[config.mk]
export PLATFORM = sky130hd
export DESIGN_NAME = mux_tree_pipe_flat
export DESIGN_NICKNAME = d
export VERILOG_FILES = /design/src/rtl/mux_tree_pipe_pkg.sv /design/src/rtl/mux_tree_pipe_if.sv /design/src/rtl/mux_4to1.sv /design/src/rtl/mux_tree_pipe_mux_4to1_reg.sv /design/src/rtl/mux_tree_pipe.sv /design/src/flat_wrapper.sv
export SDC_FILE = /design/constraint.sdc
export NUM_CORES = 1
export LEC_CHECK = 0
export BUFFER_PORTS_ARGS = -buffer_cell sky130_fd_sc_hd__buf_4
export CAP_MARGIN = 0
export CORE_AREA = 2 2 216 218
export DETAILED_ROUTE_END_ITERATION = 10
export DIE_AREA = 0 0 218 220
export HOLD_SLACK_MARGIN = 0.12
export PLACE_DENSITY = 0.53
export SLEW_MARGIN = 10
export SYNTH_ARGS = -nofsm -noshare
export SYNTH_HDL_FRONTEND = slang
export SYNTH_HIERARCHICAL = 1
export SYNTH_SLANG_ARGS = --single-unit
[constraint.sdc]
create_clock -name clk -period 4.85 [get_ports clk]
set_input_delay 0.485 -clock clk [delete_from_list [all_inputs] [get_ports clk]]
set_output_delay 0.485 -clock clk [all_outputs]
set_load 0.02 [all_outputs]
[src/rtl/mux_tree_pipe_pkg.sv]
// rtl/mux_tree_pipe_pkg.sv - shared sizing helpers for the pipelined select tree
package mux_tree_pipe_pkg;

  localparam int DEF_N     = 32;
  localparam int DEF_SEL_W = 4;

  // Number of 4:1 levels, which is also the pipeline latency in cycles.
  function automatic int levels_f(input int sel_w);
    return (sel_w + 1) / 2;
  endfunction

  // Words on the flattened bus; word k lives at bits [k*n +: n].
  function automatic int words_f(input int sel_w);
    return 1 << sel_w;
  endfunction

endpackage

[src/rtl/mux_tree_pipe_if.sv]
// rtl/mux_tree_pipe_if.sv - select/handshake bundle between ALU units and writeback
interface mux_tree_pipe_if
  import mux_tree_pipe_pkg::*;
#(
  parameter int N     = DEF_N,
  parameter int SEL_W = DEF_SEL_W
);

  logic [N*words_f(SEL_W)-1:0] x;
  logic [SEL_W-1:0]            c;
  logic                        in_valid;
  logic                        in_ready;
  logic [N-1:0]                r;
  logic                        out_valid;
  logic                        out_ready;

  modport master (
    output x, c, in_valid, out_ready,
    input  in_ready, r, out_valid
  );

  modport slave (
    input  x, c, in_valid, out_ready,
    output in_ready, r, out_valid
  );

endinterface

[src/rtl/mux_4to1.sv]
// rtl/mux_4to1.sv - combinational 4:1 word selector
module mux_4to1 #(
  parameter int N = 32
) (
  input  logic [4*N-1:0] d,
  input  logic [1:0]     s,
  output logic [N-1:0]   y
);

  always_comb begin
    y = d[0 +: N];
    case (s)
      2'd1:    y = d[N +: N];
      2'd2:    y = d[2*N +: N];
      2'd3:    y = d[3*N +: N];
      default: y = d[0 +: N];
    endcase
  end

endmodule

[src/rtl/mux_tree_pipe_mux_4to1_reg.sv]
// rtl/mux_tree_pipe_mux_4to1_reg.sv - one tree level: GROUPS 4:1 muxes plus an elastic register
module mux_tree_pipe_mux_4to1_reg #(
  parameter int N      = 32,
  parameter int GROUPS = 1,
  parameter int SW     = 2
) (
  input  logic                             clk,
  input  logic                             rst_n,
  input  logic [4*GROUPS*N-1:0]            in_data,
  input  logic [SW-1:0]                    in_sel,
  input  logic                             in_valid,
  output logic                             in_ready,
  output logic [GROUPS*N-1:0]              out_data,
  output logic [((SW > 2) ? SW-2 : 1)-1:0] out_sel,
  output logic                             out_valid,
  input  logic                             out_ready
);

  logic [GROUPS*N-1:0] mux_y;

  // Loading whenever empty squeezes bubbles out during a downstream stall.
  assign in_ready = !out_valid || out_ready;

  for (genvar g = 0; g < GROUPS; g++) begin : g_grp
    mux_4to1 #(.N(N)) u_mux (
      .d (in_data[g*4*N +: 4*N]),
      .s (in_sel[1:0]),
      .y (mux_y[g*N +: N])
    );
  end

  always_ff @(posedge clk or negedge rst_n) begin
    if (!rst_n) begin
      out_valid <= 1'b0;
      out_data  <= '0;
    end else if (in_ready) begin
      out_valid <= in_valid;
      out_data  <= mux_y;
    end
  end

  if (SW > 2) begin : g_sel
    always_ff @(posedge clk or negedge rst_n) begin
      if (!rst_n) begin
        out_sel <= '0;
      end else if (in_ready) begin
        out_sel <= in_sel[SW-1:2];
      end
    end
  end else begin : g_nosel
    assign out_sel = 1'b0;
  end

endmodule

[src/rtl/mux_tree_pipe.sv]
// rtl/mux_tree_pipe.sv - pipelined 2**SEL_W-to-1 word selector, one register per 4:1 level
module mux_tree_pipe
  import mux_tree_pipe_pkg::*;
#(
  parameter int N     = DEF_N,
  parameter int SEL_W = DEF_SEL_W
) (
  input  logic            clk,
  input  logic            rst_n,
  mux_tree_pipe_if.slave  bus
);

  localparam int LEVELS  = levels_f(SEL_W);
  localparam int SEL_P   = 2 * LEVELS;
  localparam int WORDS   = words_f(SEL_W);
  localparam int WORDS_P = words_f(SEL_P);

  logic [WORDS_P*N-1:0] x_pad;
  logic [SEL_P-1:0]     c_pad;

  // Odd SEL_W: top level degenerates to 2:1 via a zero select bit and zero words.
  if (SEL_P == SEL_W) begin : g_even
    assign x_pad = bus.x;
    assign c_pad = bus.c;
  end else begin : g_odd
    assign x_pad = {{((WORDS_P - WORDS) * N){1'b0}}, bus.x};
    assign c_pad = {1'b0, bus.c};
  end

  for (genvar i = 0; i < LEVELS; i++) begin : lvl
    localparam int GROUPS = 1 << (2 * (LEVELS - 1 - i));
    localparam int SW     = 2 * (LEVELS - i);
    localparam int SOW    = (SW > 2) ? SW - 2 : 1;

    logic [4*GROUPS*N-1:0] din;
    logic [SW-1:0]         sin;
    logic                  vin;
    logic                  rdy;
    logic [GROUPS*N-1:0]   dout;
    logic [SOW-1:0]        sout;
    logic                  vout;
    logic                  nrdy;

    if (i == 0) begin : g_head
      assign din = x_pad;
      assign sin = c_pad;
      assign vin = bus.in_valid;
    end else begin : g_link
      assign din = lvl[i-1].dout;
      assign sin = lvl[i-1].sout;
      assign vin = lvl[i-1].vout;
    end

    if (i == LEVELS - 1) begin : g_tail
      logic unused_sel;
      assign nrdy       = bus.out_ready;
      assign unused_sel = |sout;
    end else begin : g_mid
      assign nrdy = lvl[i+1].rdy;
    end

    mux_tree_pipe_mux_4to1_reg #(
      .N      (N),
      .GROUPS (GROUPS),
      .SW     (SW)
    ) u_stage (
      .clk       (clk),
      .rst_n     (rst_n),
      .in_data   (din),
      .in_sel    (sin),
      .in_valid  (vin),
      .in_ready  (rdy),
      .out_data  (dout),
      .out_sel   (sout),
      .out_valid (vout),
      .out_ready (nrdy)
    );
  end

  assign bus.in_ready  = lvl[0].rdy;
  assign bus.r         = lvl[LEVELS-1].dout;
  assign bus.out_valid = lvl[LEVELS-1].vout;

endmodule

[src/flat_wrapper.sv]
// flat-port wrapper written by rule: the top's interface ports become plain ports
module mux_tree_pipe_flat import mux_tree_pipe_pkg::*;
#(
  parameter int N     = DEF_N,
  parameter int SEL_W = DEF_SEL_W
)
  (clk, rst_n, bus_x, bus_c, bus_in_valid, bus_out_ready, bus_in_ready, bus_r, bus_out_valid);
  mux_tree_pipe_if #(.N(N), .SEL_W(SEL_W)) bus_i ();
  input  logic clk;
  input  logic rst_n;
  input wire logic [$bits(bus_i.x)-1:0] bus_x;
  input wire logic [$bits(bus_i.c)-1:0] bus_c;
  input wire logic [$bits(bus_i.in_valid)-1:0] bus_in_valid;
  input wire logic [$bits(bus_i.out_ready)-1:0] bus_out_ready;
  output wire logic [$bits(bus_i.in_ready)-1:0] bus_in_ready;
  output wire logic [$bits(bus_i.r)-1:0] bus_r;
  output wire logic [$bits(bus_i.out_valid)-1:0] bus_out_valid;
  assign bus_i.x = bus_x;
  assign bus_i.c = bus_c;
  assign bus_i.in_valid = bus_in_valid;
  assign bus_i.out_ready = bus_out_ready;
  assign bus_in_ready = bus_i.in_ready;
  assign bus_r = bus_i.r;
  assign bus_out_valid = bus_i.out_valid;
  mux_tree_pipe #(.N(N), .SEL_W(SEL_W)) u_core (.clk(clk), .rst_n(rst_n), .bus(bus_i));
endmodule
=== Word level (Yosys, flattened, before mapping) ===
Index checks and enable logic that the tools add are counted.

* Output and inout bits: 34
* Register bits after elaboration: 164
* Logic and storage cells: 20

* Reduce and logical (&&, ||, !) cells: 4
* Mux-type cells: 5
* Equality and inequality tests: 6

{| class="wikitable"
|+ Operators by type and width
! kind !! count
|-
| 32-bit case mux with 3 select lines || 5
|-
| 2-bit == test (second input constant) || 4
|-
| 2-bit by 1-bit == test with 1-bit output (second input constant) || 2
|-
| 1-bit logical NOT || 2
|-
| 1-bit logical OR || 2
|}

=== Longest topological paths before layout ===
* Word-level depth: 3
* Gate-level depth with buffers: 8
* Gate-level depth less buffers: 3

=== By module ===
Netlist, hierarchy kept.

{| class="wikitable"
|+ Modules (own cells, without submodules)
! module !! sequential area each (sq um) !! cells an instance !! times used !! area each (sq um)
|-
| mux_tree_pipe_mux_4to1_reg at u_core.lvl[0].u_stage || 3278.1 || 278 || 1 || 5192.5
|-
| mux_4to1 || 0.0 || 39 || 5 || 814.5
|-
| mux_tree_pipe_mux_4to1_reg at u_core.lvl[1].u_stage || 825.8 || 73 || 1 || 1393.8
|}

=== Least setup slack after synthesis ===
OpenSTA, ideal clock, no wires.

* Path kind: input to output
* Start: in bus_out_ready
* End: out bus_in_ready
* Stages on the path: 7
* Buffers on the path: 5
* Slack: 2.944 ns
* Required time: 4.365 ns
* Arrival: 1.421 ns
* Path through: nand2b_4 buf_6 buf_12 nand2b_4 buf_6 buf_6 buf_6

* Longest elaborated chain between the ends: 2

{| class="wikitable"
|+ Ends and longest elaborated chain
! item !! line !! source
|-
| start: declaration || flat_wrapper.sv:14 || <nowiki>input wire logic [$bits(bus_i.out_ready)-1:0] bus_out_ready;</nowiki>
|-
| 1-bit logical OR || mux_tree_pipe_mux_4to1_reg.sv:22 || <nowiki>assign in_ready = !out_valid || out_ready;</nowiki>
|-
| named net u_core.lvl[0].nrdy || mux_tree_pipe.sv:42 || <nowiki>logic nrdy;</nowiki>
|-
| 1-bit logical OR || mux_tree_pipe_mux_4to1_reg.sv:22 ||
|-
| end: declaration || flat_wrapper.sv:15 || <nowiki>output wire logic [$bits(bus_i.in_ready)-1:0] bus_in_ready;</nowiki>
|}

The timed path passes the listed nets, and every way through them passes these cells.

=== Worst setup path after layout ===
* Start: reg u_core.lvl[1].u_stage.out_valid
* End: out bus_in_ready

* Longest elaborated chain between the ends: 3

{| class="wikitable"
|+ Ends and longest elaborated chain
! item !! line !! source
|-
| start: declaration || mux_tree_pipe_mux_4to1_reg.sv:15 || <nowiki>output logic out_valid,</nowiki>
|-
| start signal: assignment || mux_tree_pipe_mux_4to1_reg.sv:37 || <nowiki>out_valid <= in_valid;</nowiki>
|-
| 1-bit logical NOT || mux_tree_pipe_mux_4to1_reg.sv:22 ||
|-
| 1-bit logical OR || mux_tree_pipe_mux_4to1_reg.sv:22 ||
|-
| named net u_core.lvl[0].nrdy || mux_tree_pipe.sv:42 ||
|-
| 1-bit logical OR || mux_tree_pipe_mux_4to1_reg.sv:22 ||
|}

The timed path passes the listed nets, and every way through them passes these cells.

==> results by group <==
Outcome
  – Outcome: finished, final reports clean

Clock network
  – Clk buf depth: 2
  – Clock transition at path regs: 0.06 ns
  – Post-cts resize count: 0
  – Worst-Skew Late Latency: 0.43 ns
  – Sink Count: about 160
  – CTS root buffer: clkbuf_16
  – CTS tree: yes
  – CTS Buf Count: 17
  – H-tree depth: 4

Place
  – Worst slack at placement: 1.917 ns
  – Placed Area: 15060 um2
  – Post-DP HPWL: 27020 um
  – Placer congestion estimate: approximately 0.83
  – Placed Instances: 1658
  – IO buf count: 553

Pwr
  – Leakage: 7.143 nW
  – Peak VDD IR: 0.1666 mV
  – Power consumption: approximately 4.5 mW
  – PD cells: approximately 290 nW/um2

Yosys
  – Yosys warns: 6
  – Net count after synthesis: 1064
  – Gate Count Post-Synth: ~540
  – Cell area after synthesis: 10650 um2
  – Avg Cell Area, Syn: 19.57 um2

Drt
  – Pre-Repair DR Iteration Count: 4
  – Final routed DRC violation total: 0
  – ANT nets after route: 0
  – DR WL/cell: 20.00 um
  – WL final: 33820 um
  – Vias: 7432
  – DRT iter0 DRCs: 259
  – Vias per cell: 4.395

Setup path
  – Crit path kind: flip-flop to primary output
  – Cell count of the worst reg-to-reg path: 4
  – Capturing point of the worst reg2reg path: u_core/lvl[0].u_stage/out_data[42]
  – CP delay by family, top: simple AND/OR/NAND/NOR gates
  – CP max-delay cell: nand2b_4
  – Crit-path max cell delay: 0.70 ns
  – CP Max Fanout: 36
  – Worst Path Buf+Inv: 1
  – WP data required: 4.37 ns
  – Worst path arrival time: 2.42 ns
  – Crit path capture type: primary output
  – Reg2reg setup slack: between 2 and 2.5 ns
  – CP Launch Type: flip-flop
  – FF-to-FF Start: u_core/lvl[1].u_stage/out_valid
  – Worst path cell trace: nand2b_4 -> nand2b_4 -> buf_4
  – CP dominant cell by count: nand2b_4

Hold path
  – Hold Crit Class: input pin to flip-flop
  – Start point of the worst hold path: bus_c[2]
  – Hold-critical path depth: 2
  – Worst Hold Path EP: u_core/lvl[0].u_stage/out_sel[0]

STA
  – Post-route setup slack: 1.943 ns
  – Measured slew at the worst slew-check pin: 1.040 ns
  – Final period util: around three fifths
  – Min Tclk post-route: 2.907 ns
  – Final Setup Violations: 0
  – Setup tns final: 0 ns
  – Slew Limit Fails: 0
  – RSZ-0062 raised after global routing: false
  – Fin. Hold Viols: 0
  – Max Freq: 344.0 MHz
  – Hold slack: approximately 0.29 ns
  – Relative slew slack: 30.64%
  – Skew final: 0.009600 ns

Finish
  – Commonest non-fill, non-tap cell in the layout: buf_4
  – Share of cells above drive strength 1: 83.49%
  – Final nets: 1591
  – Area of the multi-input gates: 5903 um2
  – Post-route insts no fill: 1691
  – Final core utilization: 34.02%
  – Final instance area: 15600 um2
  – Fillers: 4474
  – Antenna Cells: 0
  – Commonest non-fill, non-tap cells in the layout: buf_4, dfrtp_1, mux4_2, mux2_4, mux2_2
  – Area Growth Syn to Fin: 46.53%
  – Sequential standard cell area: 4106 um2

Global routing
  – Number of global-route vias before repair: 8244
  – Gr usage total: 13.84%
  – First-pass GRT wire length: a little under 50000 um
  – Largest net degree at the start of global routing: 89
  – Antenna violations before repair: 0
  – Grt total ovfl: 0

Die
  – Die Y: 220 um
  – Core box area: roughly 46000 um2
  – Chip Width: 218 um
  – Rows: 79
  – Full die area: 47960 um2
  – Initial Utilization: 23.22%
  – IO Pins: 554

Run
  – MaxCap Viol Count: 0
layout make-up:
| type | count | share of cell area, % |
|---|---|---|
| clock buffers | 24 | 3.087 |
| repair buffers | 562 | 27.55 |
| well taps | 607 | 4.868 |
| multi-input cells | 326 | 37.83 |
| flip-flops and latches | 164 | 26.32 |
| clock inverters | 8 | 0.3448 |
state kept, by name, summed over array words and instances, names as in the netlist:
register and flops:
u_core/lvl.u_stage/out_valid 2, u_core/lvl.u_stage/out_data 160, u_core/lvl.u_stage/out_sel 2
worst max-delay path by stage:
stage                                    startpoint                                 end  slack [ns]  cells past startpoint
finish              u_core/lvl[1].u_stage/out_valid                        bus_in_ready        1.94                      3
global route        u_core/lvl[1].u_stage/out_valid                        bus_in_ready        1.78                      3
CTS                 u_core/lvl[1].u_stage/out_valid                        bus_in_ready        1.84                      3
detailed placement                    bus_out_ready  u_core/lvl[0].u_stage/out_data[36]        1.92                      5
global placement                      bus_out_ready  u_core/lvl[0].u_stage/out_data[10]        1.96                      5
floorplan                             bus_out_ready                        bus_in_ready        2.94                      7
power by group:
part | total [mW] | leakage [nW] | switching, mW | internal [mW]
combinational | 1.46 | 4.98 | 0.503 | 0.955
sequential | 1.79 | 1.91 | 0.170 | 1.62
clock | 1.25 | 0.252 | 0.557 | 0.694
total | 4.49 | 7.14 | 1.23 | 3.26
routing by layer:
| layer | GRT usage (%) | vias to the layer above | part of all wire [%] |
|---|---|---|---|
| met4 | 2.902 | 0 | 1.0 |
| li1 | - | 3317 | - |
| met3 | 3.561 | 18 | 6.4 |
| met2 | 23.79 | 275 | 52 |
| met5 | 0 | - | 0 |
| met1 | 17.52 | 3822 | 41 |
repair_timing:
item                                   in CTS  in global routing
endpoints found under the hold margin      54                  0
hold buffers                                1                  0
buffers inserted                            0                  0
worst register-to-register path: stages, from the launching register on:
cell,delay [ns]
dfrtp_1,0.41
nand2b_4,0.57
nand2b_4,0.72
buf_12,0.39
mux2_2,0.48
(Power assumes the default switching activity.)
